## src/rtl/alu_cmd_sched.sv

```systemverilog
// alu_cmd_sched: buffers tagged ALU commands, issues them one at a time and returns tagged results with a watchdog
module alu_cmd_sched #(
   parameter int DEPTH   = 4,
   parameter int TAG_W   = 4,
   parameter int TIMEOUT = 64
) (
   input  logic                       sys_clk,
   input  logic                       sys_rst,
   input  logic                       cmd_valid,
   output logic                       cmd_ready,
   input  logic [1:0]                 cmd_op,
   input  logic [31:0]                cmd_a,
   input  logic [31:0]                cmd_b,
   input  logic [TAG_W-1:0]           cmd_tag,
   output logic                       alu_trig,
   output logic [1:0]                 alu_op,
   output logic [31:0]                alu_data1,
   output logic [31:0]                alu_data2,
   input  logic                       alu_work,
   input  logic                       alu_vld,
   input  logic [31:0]                alu_result,
   output logic                       res_valid,
   input  logic                       res_ready,
   output logic [31:0]                res_data,
   output logic [TAG_W-1:0]           res_tag,
   output logic                       res_err,
   output logic [$clog2(DEPTH):0]     fifo_level
);
   localparam int AW = $clog2(DEPTH);
   localparam int EW = 66 + TAG_W;
   localparam int TW = $clog2(TIMEOUT);
   typedef enum logic [1:0] {IDLE, ISSUE, WAIT, DONE} state_t;
   state_t state;
   logic [EW-1:0] mem [DEPTH];
   logic [AW-1:0] rd_ptr, wr_ptr;
   logic [AW:0] count;
   logic [TW-1:0] timer;
   logic [EW-1:0] head;
   logic push, pop, timeout;
   assign cmd_ready = count != (AW+1)'(DEPTH);
   assign push = cmd_valid && cmd_ready;
   // an empty FIFO forwards the incoming command so it can issue the cycle after it is accepted
   assign head = (count == '0) ? {cmd_op, cmd_a, cmd_b, cmd_tag} : mem[rd_ptr];
   assign timeout = timer == TW'(TIMEOUT - 1);
   assign pop = (state == WAIT) && (alu_vld || timeout);
   assign fifo_level = count;
   always_ff @(posedge sys_clk)
      if (push) mem[wr_ptr] <= {cmd_op, cmd_a, cmd_b, cmd_tag};
   always_ff @(posedge sys_clk or posedge sys_rst)
      if (sys_rst) begin
         rd_ptr <= '0;
         wr_ptr <= '0;
         count  <= '0;
      end else begin
         if (push) wr_ptr <= wr_ptr + 1'b1;
         if (pop) rd_ptr <= rd_ptr + 1'b1;
         count <= count + (AW+1)'(push) - (AW+1)'(pop);
      end
   always_ff @(posedge sys_clk or posedge sys_rst)
      if (sys_rst) begin
         state     <= IDLE;
         timer     <= '0;
         alu_trig  <= 1'b0;
         alu_op    <= '0;
         alu_data1 <= '0;
         alu_data2 <= '0;
         res_valid <= 1'b0;
         res_data  <= '0;
         res_tag   <= '0;
         res_err   <= 1'b0;
      end else begin
         case (state)
            IDLE:
               if ((count != '0 || push) && !alu_work) begin
                  state <= ISSUE;
                  alu_trig <= 1'b1;
                  {alu_op, alu_data1, alu_data2} <= head[EW-1:TAG_W];
               end
            ISSUE: begin
               state <= WAIT;
               alu_trig <= 1'b0;
               timer <= '0;
            end
            WAIT:
               if (pop) begin
                  state <= DONE;
                  {alu_op, alu_data1, alu_data2} <= '0;
                  res_valid <= 1'b1;
                  res_data <= alu_vld ? alu_result : 32'h7FC0_0000;
                  res_err <= !alu_vld;
                  res_tag <= head[TAG_W-1:0];
               end else
                  timer <= timer + 1'b1;
            DONE:
               if (res_ready) begin
                  state <= IDLE;
                  res_valid <= 1'b0;
               end
            default: state <= IDLE;
         endcase
      end
endmodule

```

## config.mk

```make
export PLATFORM = sky130hd
export DESIGN_NAME = alu_cmd_sched
export DESIGN_NICKNAME = d
export VERILOG_FILES = /design/src/rtl/alu_cmd_sched.sv
export SDC_FILE = /design/constraint.sdc
export NUM_CORES = 1
export LEC_CHECK = 0
export CAP_MARGIN = 20
export CORE_UTILIZATION = 40
export CTS_CLUSTER_DIAMETER = 40
export CTS_CLUSTER_SIZE = 14
export DETAILED_ROUTE_END_ITERATION = 6
export PLACE_DENSITY = 0.72
export SETUP_SLACK_MARGIN = 0.5
export SLEW_MARGIN = 20
export SYNTH_ARGS = -nofsm -noshare
export SYNTH_HDL_FRONTEND = slang
export SYNTH_SLANG_ARGS = --single-unit
export TNS_END_PERCENT = 5
```

## constraint.sdc

```tcl
create_clock -name sys_clk -period 5.3 [get_ports sys_clk]
set_clock_uncertainty 0.1 [all_clocks]
set_input_delay 0.795 -clock sys_clk [delete_from_list [all_inputs] [get_ports sys_clk]]
set_output_delay 0.795 -clock sys_clk [all_outputs]
set_load 0.02 [all_outputs]
```

==> impl_metrics.sql <==
INSERT INTO impl_metrics (metric_group, metric, value, unit) VALUES
('status', 'run_status', 'complete, no violations', ''),
('setup_path', 'crit_path_max_fanout', '33', ''),
('yosys', 'yosys.cell_types.count', '46', ''),
('yosys', 'synth_cells', '788', ''),
('timing', 'fmax', '288', 'MHz'),
('yosys', 'synth_area_per_cell', '19.6', 'um^2'),
('clocking', 'clk_pin_slew_worst_paths', '60', 'ps'),
('pwr', 'power_density', '609', 'nW/um^2'),
('clocking', 'holdBufCountCts', '0', ''),
('pwr', 'power.share.sequential', '0.386', ''),
('floorplan', 'start_util', '0.408', ''),
('timing', 'min_period_over_period', '0.655', ''),
('global_route', 'grt.overflow.total', '0', ''),
('final_layout', 'most-common-layout-cells', 'sky130_fd_sc_hd__edfxtp_1, sky130_fd_sc_hd__clkdlybuf4s50_1, sky130_fd_sc_hd__dfrtp_1', ''),
('yosys', 'async_reset_ff_frac', '0.300', ''),
('run', 'drv_cap', '0', ''),
('yosys', 'post_synth_edffs', '280', ''),
('timing', 'max_slew.worst_pin.slew', '1010', 'ps'),
('clocking', 'cts_buffers', '52', ''),
('placed_design', 'place.detailed.hpwl', '19700', 'um'),
('drt', 'drt-vias-per-instance', '5.39', ''),
('pwr', 'net-switching-power', '3750', 'uW'),
('timing', 'worst_hold_check_slack', '382', 'ps'),
('setup_path', 'slowest_stage', 'sky130_fd_sc_hd__dfrtp_1', ''),
('timing', 'finalHoldViolCount', '0', ''),
('yosys', 'synth.yosys.seq_area_share', '0.739', ''),
('setup_path', 'cp_slowest_stage_delay', '410', 'ps'),
('final_layout', 'nFillCells', '3100', ''),
('pwr', 'intPower', '8420', 'uW'),
('timing', 'fin_crit', '3470', 'ps'),
('drt', 'detail_route.drc_violations', '0', ''),
('setup_path', 'worst-endpoint-required', '5660', 'ps'),
('clocking', 'clock_latency', '580', 'ps'),
('clocking', 'cts-htree-levels', '2', ''),
('pwr', 'vdd_ir_drop_max', '0.427', 'mV'),
('yosys', 'yosys.area.top_type_share', '0.545', ''),
('yosys', 'synth_top_cells_by_area', 'sky130_fd_sc_hd__edfxtp_1, sky130_fd_sc_hd__dfrtp_1, sky130_fd_sc_hd__mux4_2', ''),
('floorplan', 'design.die.area', '39400', 'um^2'),
('floorplan', 'number_of_placement_rows', '71', ''),
('drt', 'route.antenna.remaining_nets', '0', ''),
('clocking', 'cts_sinks', '400', ''),
('drt', 'wire_per_inst', '21.9', 'um'),
('clocking', 'cts_resized', '0', ''),
('setup_path', 'setup.worst_path.class', 'reg2reg', ''),
('setup_path', 'setup.worst_path.end_class', 'flip-flop', ''),
('yosys', 'syn-num-nets', '909', ''),
('clocking', 'tritoncts', 'built', ''),
('drt', 'drt_wl_total', '34500', 'um'),
('final_layout', 'area.growth.synth_to_final', '29.5', '%'),
('yosys', 'synth-main-ff-cell', 'sky130_fd_sc_hd__edfxtp_1', ''),
('timing', 'setup_total_neg_slack', '0', 'ps'),
('floorplan', 'coreArea', '37800', 'um^2'),
('drt', 'drt_first_pass_iters', '5', ''),
('setup_path', 'crit_arrival', '3830', 'ps'),
('final_layout', 'layout.nets', '1140', ''),
('placed_design', 'placer_s_final_routability_congestion_estimate', '0.724', ''),
('yosys', 'post-synth-top-area-cell', 'sky130_fd_sc_hd__edfxtp_1', ''),
('timing', 'final-max-slew-violation-count', '0', ''),
('timing', 'rsz_0062_raised_after_global_routing', 'no', ''),
('pwr', 'power.share.combinational', '0.302', ''),
('drt', 'first_iter_violations', '546', ''),
('clocking', 'clk_path_buf_depth', '3', ''),
('floorplan', 'floorplan.die.height', '198', 'um'),
('timing', 'slew_headroom', '0.329', ''),
('pwr', 'p_leak', '0.00750', 'uW'),
('pwr', 'p_clk_frac', '0.312', ''),
('floorplan', 'die_x', '198', 'um'),
('final_layout', 'post_route_cells_drive_above_1_share', '0.173', ''),
('global_route', 'track_usage', '0.178', ''),
('clocking', 'cts-root-buf', 'sky130_fd_sc_hd__clkbuf_16', ''),
('pwr', 'power_switching_share', '0.308', '');
[cell usage after synthesis, types with 6 or more instances]
| master | n |
|---|---|
| sky130_fd_sc_hd__o21ai_0 | 8 |
| sky130_fd_sc_hd__ha_1 | 12 |
| sky130_fd_sc_hd__nand2_1 | 9 |
| sky130_fd_sc_hd__a22o_1 | 24 |
| sky130_fd_sc_hd__o22a_1 | 9 |
| sky130_fd_sc_hd__dfrtp_1 | 120 |
| sky130_fd_sc_hd__inv_1 | 13 |
| sky130_fd_sc_hd__buf_12 | 6 |
| sky130_fd_sc_hd__clkbuf_1 | 25 |
| sky130_fd_sc_hd__a221o_1 | 66 |
| sky130_fd_sc_hd__edfxtp_1 | 280 |
| sky130_fd_sc_hd__and3_1 | 71 |
| sky130_fd_sc_hd__nand3_1 | 7 |
| sky130_fd_sc_hd__mux4_2 | 64 |
| sky130_fd_sc_hd__buf_2 | 19 |
| sky130_fd_sc_hd__mux4_1 | 6 |
[power groups by stage]
stage	clock [uW]	sequential, uW	combinational, uW
after floorplan	0	5040	2020
after global placement	0	4730	3690
after detailed placement	0	4750	3750
after CTS	3880	4710	3760
after global routing	4000	4780	3960
final	3800	4700	3680
[final timing paths]
path | cells after the start | end | slack [ps] | from
setup / recovery | 12 | fifo_level[2] | 1830 | state[0]
hold / removal | 2 | res_tag[1] | 380 | res_tag[1]
setup reg to reg | 12 | fifo_level[2] | 1830 | state[0]
hold reg to reg | 2 | res_tag[1] | 380 | res_tag[1]
max in group asynchronous | 3 | alu_data1[27] | 3350 | sys_rst
min in group asynchronous | 2 | res_data[3] | 640 | sys_rst
[sequential cells by signal, summed over array words and instances, names as in the netlist]
name,flops
res_valid,1
timer,6
state,2
res_data,32
res_tag,4
rd_ptr,2
alu_trig,1
alu_data2,32
fifo_level,3
alu_op,2
res_err,1
wr_ptr,2
mem,280
alu_data1,32
[final cells by class]
cell class / instances / area share
Antenna cell: 2 / 0.000250
Clock buffer: 64 / 0.0709
Clock inverter: 33 / 0.0249
Inverter: 14 / 0.00288
Multi-Input combinational cell: 320 / 0.183
Sequential cell: 400 / 0.571
Tap cell: 511 / 0.0320
Timing Repair Buffer: 231 / 0.114
[layer usage]
metal  GRT usage  up-vias  part of all wire
li1            -     3749                 -
met3      0.0498       57             0.077
met5           0        -           0.00075
met1       0.241     4367              0.44
met4      0.0593        4             0.022
met2       0.279      315              0.46
[per-stage QoR]
stage	utilization	cell area, um^2	setup slack [ps]	power, uW	cells
final	0.528	20000	1830	12200	1575
after global routing	0.528	20000	1580	12700	1574
after CTS	0.528	20000	1800	12300	1573
after detailed placement	0.477	18100	1500	8500	1476
after global placement	0.477	18100	1550	8420	1476
after floorplan	-	15400	1220	7070	788
[worst min-delay path: stages, from the launching register on]
cell and delay (ps):
sky130_fd_sc_hd__dfrtp_1 340, sky130_fd_sc_hd__nand2_1 50, sky130_fd_sc_hd__o21ai_0 60
[cell families after synthesis]
kind of cell | share of synthesized area
flops | 0.739
compound gates | 0.0733
simple gates | 0.0391
mux | 0.108
buf+inv | 0.0259
fa+ha+maj | 0.0110
xor+xnor | 0.00340
(Power assumes the default switching activity.)
